### config.mk
export PLATFORM = sky130hd
export DESIGN_NAME = uart_baud_acq_gen
export DESIGN_NICKNAME = d
export VERILOG_FILES = /design/src/rtl/uart_baud_acq_gen.sv
export SDC_FILE = /design/constraint.sdc
export NUM_CORES = 1
export LEC_CHECK = 0
export BUFFER_PORTS_ARGS = -buffer_cell sky130_fd_sc_hd__buf_4
export CAP_MARGIN = 5
export CORE_MARGIN = 2
export CORE_UTILIZATION = 35
export DETAILED_ROUTE_END_ITERATION = 10
export GPL_TIMING_DRIVEN = 0
export PLACE_DENSITY = 0.53
export SYNTH_ARGS = -nofsm -noshare
export SYNTH_HDL_FRONTEND = slang
export SYNTH_SLANG_ARGS = --single-unit
### constraint.sdc
create_clock -name clk -period 2.17 [get_ports clk]
set_input_delay 0.1085 -clock clk [delete_from_list [all_inputs] [get_ports clk]]
set_output_delay 0.1085 -clock clk [all_outputs]
set_load 0.01 [all_outputs]
### src/rtl/uart_baud_acq_gen.sv
// Baud / acquisition strobe generator for the UART receive path.
// AcqSig_o marks in-bit sampling points, BaudSig_o marks bit boundaries.
module uart_baud_acq_gen #(
  parameter int               DIV_W   = 16,
  parameter logic [DIV_W-1:0] MIN_DIV = 16'd3,
  parameter logic [3:0]       MIN_ACQ = 4'd3,
  parameter logic [DIV_W-1:0] DEF_DIV = 16'd26,
  parameter logic [3:0]       DEF_ACQ = 4'd8
) (
  input  logic             clk,
  input  logic             rst,
  input  logic             p_Enable_i,
  input  logic [DIV_W-1:0] BaudDiv_i,
  input  logic [3:0]       AcqNumPerBit_i,
  input  logic             p_Resync_i,
  output logic             AcqSig_o,
  output logic             BaudSig_o,
  output logic [3:0]       AcqCnt_o,
  output logic             p_CfgError_o
);

  localparam logic [0:0] IDLE = 1'b0;
  localparam logic [0:0] RUN  = 1'b1;

  logic [0:0]       state;
  logic [DIV_W-1:0] div_sh;
  logic [3:0]       acq_sh;
  logic [DIV_W-1:0] div_cnt;
  logic [3:0]       acq_cnt;

  logic             div_low;
  logic             acq_low;
  logic [DIV_W-1:0] div_cl;
  logic [3:0]       acq_cl;
  logic             run;
  logic             tick;
  logic             wrap;
  logic             load;
  logic [3:0]       acq_nxt;

  always_comb begin
    div_low = (BaudDiv_i < MIN_DIV);
    acq_low = (AcqNumPerBit_i < MIN_ACQ);
    div_cl  = div_low ? MIN_DIV : BaudDiv_i;
    acq_cl  = acq_low ? MIN_ACQ : AcqNumPerBit_i;
    // The IDLE->RUN edge only arms the counters; counting starts next clk.
    run     = p_Enable_i && (state == RUN);
    tick    = run && !p_Resync_i && (div_cnt == div_sh);
    wrap    = tick && (acq_cnt == acq_sh - 4'd1);
    acq_nxt = wrap ? 4'd0 : acq_cnt + 4'd1;
    // While running, the rate is only re-latched on a bit boundary.
    load    = !p_Enable_i || wrap;
  end

  always_ff @(posedge clk or negedge rst) begin
    if (!rst) state <= IDLE;
    else      state <= p_Enable_i ? RUN : IDLE;
  end

  always_ff @(posedge clk or negedge rst) begin
    if (!rst) begin
      div_sh       <= DEF_DIV;
      acq_sh       <= DEF_ACQ;
      p_CfgError_o <= 1'b0;
    end else begin
      if (load) begin
        div_sh <= div_cl;
        acq_sh <= acq_cl;
      end
      if (!p_Enable_i)                   p_CfgError_o <= div_low || acq_low;
      else if (wrap && (div_low || acq_low)) p_CfgError_o <= 1'b1;
    end
  end

  always_ff @(posedge clk or negedge rst) begin
    if (!rst) begin
      div_cnt   <= '0;
      acq_cnt   <= 4'd0;
      AcqSig_o  <= 1'b0;
      BaudSig_o <= 1'b0;
      AcqCnt_o  <= 4'd0;
    end else if (!run || p_Resync_i) begin
      // Resync wins over a coincident tick, which is dropped.
      div_cnt   <= '0;
      acq_cnt   <= 4'd0;
      AcqSig_o  <= 1'b0;
      BaudSig_o <= 1'b0;
      AcqCnt_o  <= 4'd0;
    end else if (tick) begin
      div_cnt   <= '0;
      acq_cnt   <= acq_nxt;
      AcqSig_o  <= 1'b1;
      BaudSig_o <= wrap;
      AcqCnt_o  <= acq_nxt;
    end else begin
      div_cnt   <= div_cnt + 1'b1;
      AcqSig_o  <= 1'b0;
      BaudSig_o <= 1'b0;
    end
  end

endmodule

## Word-level counts from Yosys, hierarchy flattened

Index checks and enable logic that the tools add are counted.

- Reductions and logical operators: 12
- Magnitude comparators: 2
- Multiplexer cells: 14
- Multiply operators: 0
- Add/sub/neg operators: 3
- Divide/modulo/power cells: 0
- Shift operators: 0
- Bitwise operators: 0
- Equal/unequal tests: 3

Operators with widths:

| cell | count |
|---|---|
| $mux W16 | 3 |
| $add A16 B1 Y16 const B | 1 |
| $eq A16 B16 Y1 | 1 |
| $lt A16 B2 Y1 const B | 1 |
| $mux W4 | 4 |
| $mux W1 | 7 |
| $logic_and A1 B1 Y1 | 5 |
| $add A4 B1 Y4 const B | 1 |
| $eq A4 B4 Y1 | 1 |
| $lt A4 B2 Y1 const B | 1 |
| $sub A4 B1 Y4 const B | 1 |
| $logic_not A1 Y1 | 3 |
| $logic_or A1 B1 Y1 | 3 |
| $ne A2 B1 Y1 const B | 1 |
| $reduce_bool A2 Y1 | 1 |

- Memories: 0
- Memory bits (read-only): 0
- RAM bits: 0
- Output and inout port bits: 7
- Bits in latches: 0
- Register bits: 44

## Depth between registers and ports, before layout

- Word-level depth: 7
- Depth in mapped cells: 8

## Worst setup path after synthesis

No wires, ideal clock.

- Path kind: reg-to-reg
- Start: reg acq_sh[0]
- End: reg acq_sh[2]
- Path slack: -0.090 ns
- Path buffers: 1
- Period minus slack after synthesis: 2.260 ns
- Data arrival time: 2.132 ns
- Required time: 2.043 ns
- Cell stages (with the launch flop): 9
- Cell sequence: dfrtp_1 inv_1 ha_1 xor3_1 nor3_2 nand2_1 o41ai_4 buf_6 mux2_1

- Word-level cells in the longest chain between the ends: 4

RTL lines:

| item | RTL line | source |
|---|---|---|
| from (decl) | 27 | `logic [3:0] acq_sh;` |
| from (signal assigned) | 68 | `acq_sh <= acq_cl;` |
| $sub A4 B1 Y4 | 49 | `wrap = tick && (acq_cnt == acq_sh - 4'd1);` |
| $eq A4 B4 Y1 | 49 |  |
| $logic_and A1 B1 Y1 | 49 |  |
| $logic_or A1 B1 Y1 | 52 | `load = !p_Enable_i \|\| wrap;` |

Every way passes these cells.
A chain may end at the register's enable or synchronous reset.

## Worst setup path in the final report

- Start: reg div_cnt[7]
- End: reg div_sh[8]

- Word-level cells in the longest chain between the ends: 4

RTL lines:

| item | RTL line | source |
|---|---|---|
| from (decl) | 28 | `logic [DIV_W-1:0] div_cnt;` |
| from (signal assigned) | 96 | `div_cnt <= div_cnt + 1'b1;` |
| $eq A16 B16 Y1 | 48 | `tick = run && !p_Resync_i && (div_cnt == div_sh);` |
| $logic_and A1 B1 Y1 | 48 |  |
| $logic_and A1 B1 Y1 | 49 |  |
| $logic_or A1 B1 Y1 | 52 |  |
| to (signal assigned) | 67 | `div_sh <= div_cl;` |
| to (decl) | 26 | `logic [DIV_W-1:0] div_sh;` |

Every way passes these cells.

==> run summary <==
DIE AREA: 7010 um^2
setup slack after layout: -25.0 ps
setup violators final: 8
clk slew on worst S/H paths: 80 ps
status: finished with violations
final RePlAce weighted congestion: 0.715
worst hold endpoint: div_sh[9]
Yosys cell types: 34
DR DRC count: 0
vias per cell: 4.74
CTS sink cnt: 44
port bufs: 30
first-pass GRT wire length: 8140 um
Fin Clk Skew: 4.71 ps
CP Class: reg -> reg
Starting Density: 35.7%
Inserted Clock Buffers: 5
leak pwr: 1.31 nW
Post-Syn Instances: 194
Max clock buf depth: 2
FF-to-FF path depth: 7
vias in the first global route: 1,521
DRT Pass-1 Iters: 4
maxcap violations: 0
area post-placement: 2560 um^2
CP max stage cell: dfrtp_2
Synth area leaders: dfrtp_1, xor2_1, mux2_1
CP bufs+invs: 2
Max IR drop VDD: 296 uV
Area Overhead vs Synth: 27.4%
syn_nets: 221
Worst Path Arrival: 2380 ps
Yosys top cell by area: dfrtp_1
most used cell, CP: buf_6
Synth top area share: 45.0%
TritonCTS clock tree: done
Max Transition Viols Final: 0
Design Area, Final: 2840 um^2
worst reg-to-reg setup slack: -30 ps
DR WL/cell: 14.8 um
unrepaired setup endpoints after global routing: true
layout net count: 271
core area: 6240 um^2
pin count of the biggest net entering global routing: 45
vias: 1,526
Die Wd: 83.7 um
CP max FO: 6
Worst Setup Start Kind: register
pwr dens: 590 nW/um^2
CP Cell Sequence: xor2_1 > nor4_2 > nand4_2 > o41ai_4 > buf_6 > buf_6 > mux2_4
total grt overflow: 0
Synth Register Bits: 44
# diodes: 0
Tmin final: 2200 ps
sequential area share after synthesis: 49.7%
reg-to-reg endpoint: div_sh[8]
worst path required time: 2350 ps
Die Ht: 83.7 um
Hold Crit Start: BaudDiv_i[9]
critical path's top delay family: simple AND/OR/NAND/NOR gates
fmax: 456 MHz
Routed Antenna Nets: 0
Hold Path Depth: 2
H-tree levels: 2
share of cells above drive strength 1: 33.1%
Tot GR Track Use: 14.9%
Synth Warn #: 0
Min-Delay Path Class: in -> reg
Filler cells: 615
clock root buffer: clkbuf_8
Max-slew headroom: 59.3%
final worst path period share: 101%
Final Hold Fails: 0
failing checks: setup timing
CP peak stage delay: 450 ps
wirelength, routed: 4760 um
Worst Tran Pin Value: 606 ps
post-synthesis cell area: 2230 um^2
initial antenna violation count: 0
DR iter-0 viols: 104
Setup TNS: -139 ps
hpwl dp: 3300 um
Std-Cell Rows: 29
RR Startpoint: div_cnt[7]
total I/O pin count: 31
clk_lat worst skew: 290 ps
Avg Inst Size Synth: 11.5 um^2
Worst Setup End Kind: register
[logic make-up (layout without fill, tap and decap cells)]
group | count (synthesis) | in the layout | synth area share (%)
flops | 44 | 44 | 49.7
xor+xnor | 35 | 35 | 14.4
compound gates | 10 | 10 | 3.71
simple gates | 67 | 67 | 17.0
fa+ha+maj | 3 | 3 | 1.69
buf+inv | 15 | 66 | 3.54
mux | 20 | 20 | 9.89
[worst max path at each step]
stage	start	endpoint	slack [ps]	depth (start not counted)
2_1_floorplan	acq_sh[0]	acq_sh[2]	-10	8
3_3_place_gp	acq_sh[0]	div_sh[13]	-210	8
3_5_place_dp	acq_sh[0]	div_sh[8]	-220	8
4_1_cts	div_sh[3]	div_sh[8]	-80	7
5_1_grt	div_cnt[8]	div_sh[8]	-130	7
6_report	div_cnt[7]	div_sh[8]	-30	7
[cell type report]
type	count	area (um^2)	area share, %
repair buffers	44	368	13.0
clock buffers	8	90.1	3.18
inverters	10	37.5	1.32
multi-input cells	135	1090	38.4
flip-flops and latches	44	1110	39.2
plain buffers	4	42.5	1.50
well taps	77	96.3	3.40
[report_power, final]
part           total [mW]  switching, mW  internal [mW]
combinational       0.234          0.101          0.133
sequential          0.899         0.0333          0.866
clock               0.539          0.278          0.260
[per-stage QoR]
stage	hold WS, ps	utilization, %	cells	setup WS [ps]	power, mW
6_report	40.9	45.4	322	-25.0	1.67
3_5_place_dp	157	41.0	301	-215	1.11
4_1_cts	28.4	44.5	316	-79.0	1.70
2_1_floorplan	-187	-	194	-11.8	1.02
3_3_place_gp	159	41.0	301	-205	1.11
5_1_grt	28.7	45.4	322	-126	1.76
[metal layers]
metal	vias to the layer above	part of all wire (%)	track usage, %
li1	766	-	-
met1	731	53	23.3
met2	24	44	20.6
met3	5	2.4	2.18
met4	0	1.4	5.72
met5	-	0	0
[synthesized netlist by cell type, drive strengths merged]
master and instances:
dfrtp 40, nor2 24, xor2 24, mux2 16, inv 10, xnor2 10, nand2 8, nand3 8
nor4 7, nor3 5, a21oi 4, dfstp 4, mux2i 4, nand4 4, buf 3, ha 3
and3 2, and4 2, clkbuf 2, or3b 2, or4b 2, a211oi 1, a21o 1, a22o 1
a31oi 1, nand2b 1, nand3b 1, o21ai 1, o41ai 1, or4 1, xor3 1
[cell usage in the layout (no fill, tap or decap), drive strengths merged, types with 3 or more instances in the layout]
master   n
nor3     5
inv     10
clkbuf   8
buf     45
mux2    16
xnor2   10
nand2    8
xor2    24
nor4     7
dfrtp   40
a21oi    4
dfstp    4
nor2    24
ha       3
nand4    4
nand3    8
mux2i    4
[timing repair]
item,4_1_cts,5_1_grt
pin swaps,3,6
cloned,2,0
endpoints found under the setup margin,29,32
hold buffers,2,0
setup buffers,3,7
gates resized for setup,16,5
endpoints found under the hold margin,41,0
[flip-flops by register name, indices dropped and copies added (netlist names)]
name	cells
state	1
AcqCnt_o	4
div_sh	16
div_cnt	16
p_CfgError_o	1
AcqSig_o	1
acq_sh	4
BaudSig_o	1
No activity file was read; power rests on OpenSTA's default activity.
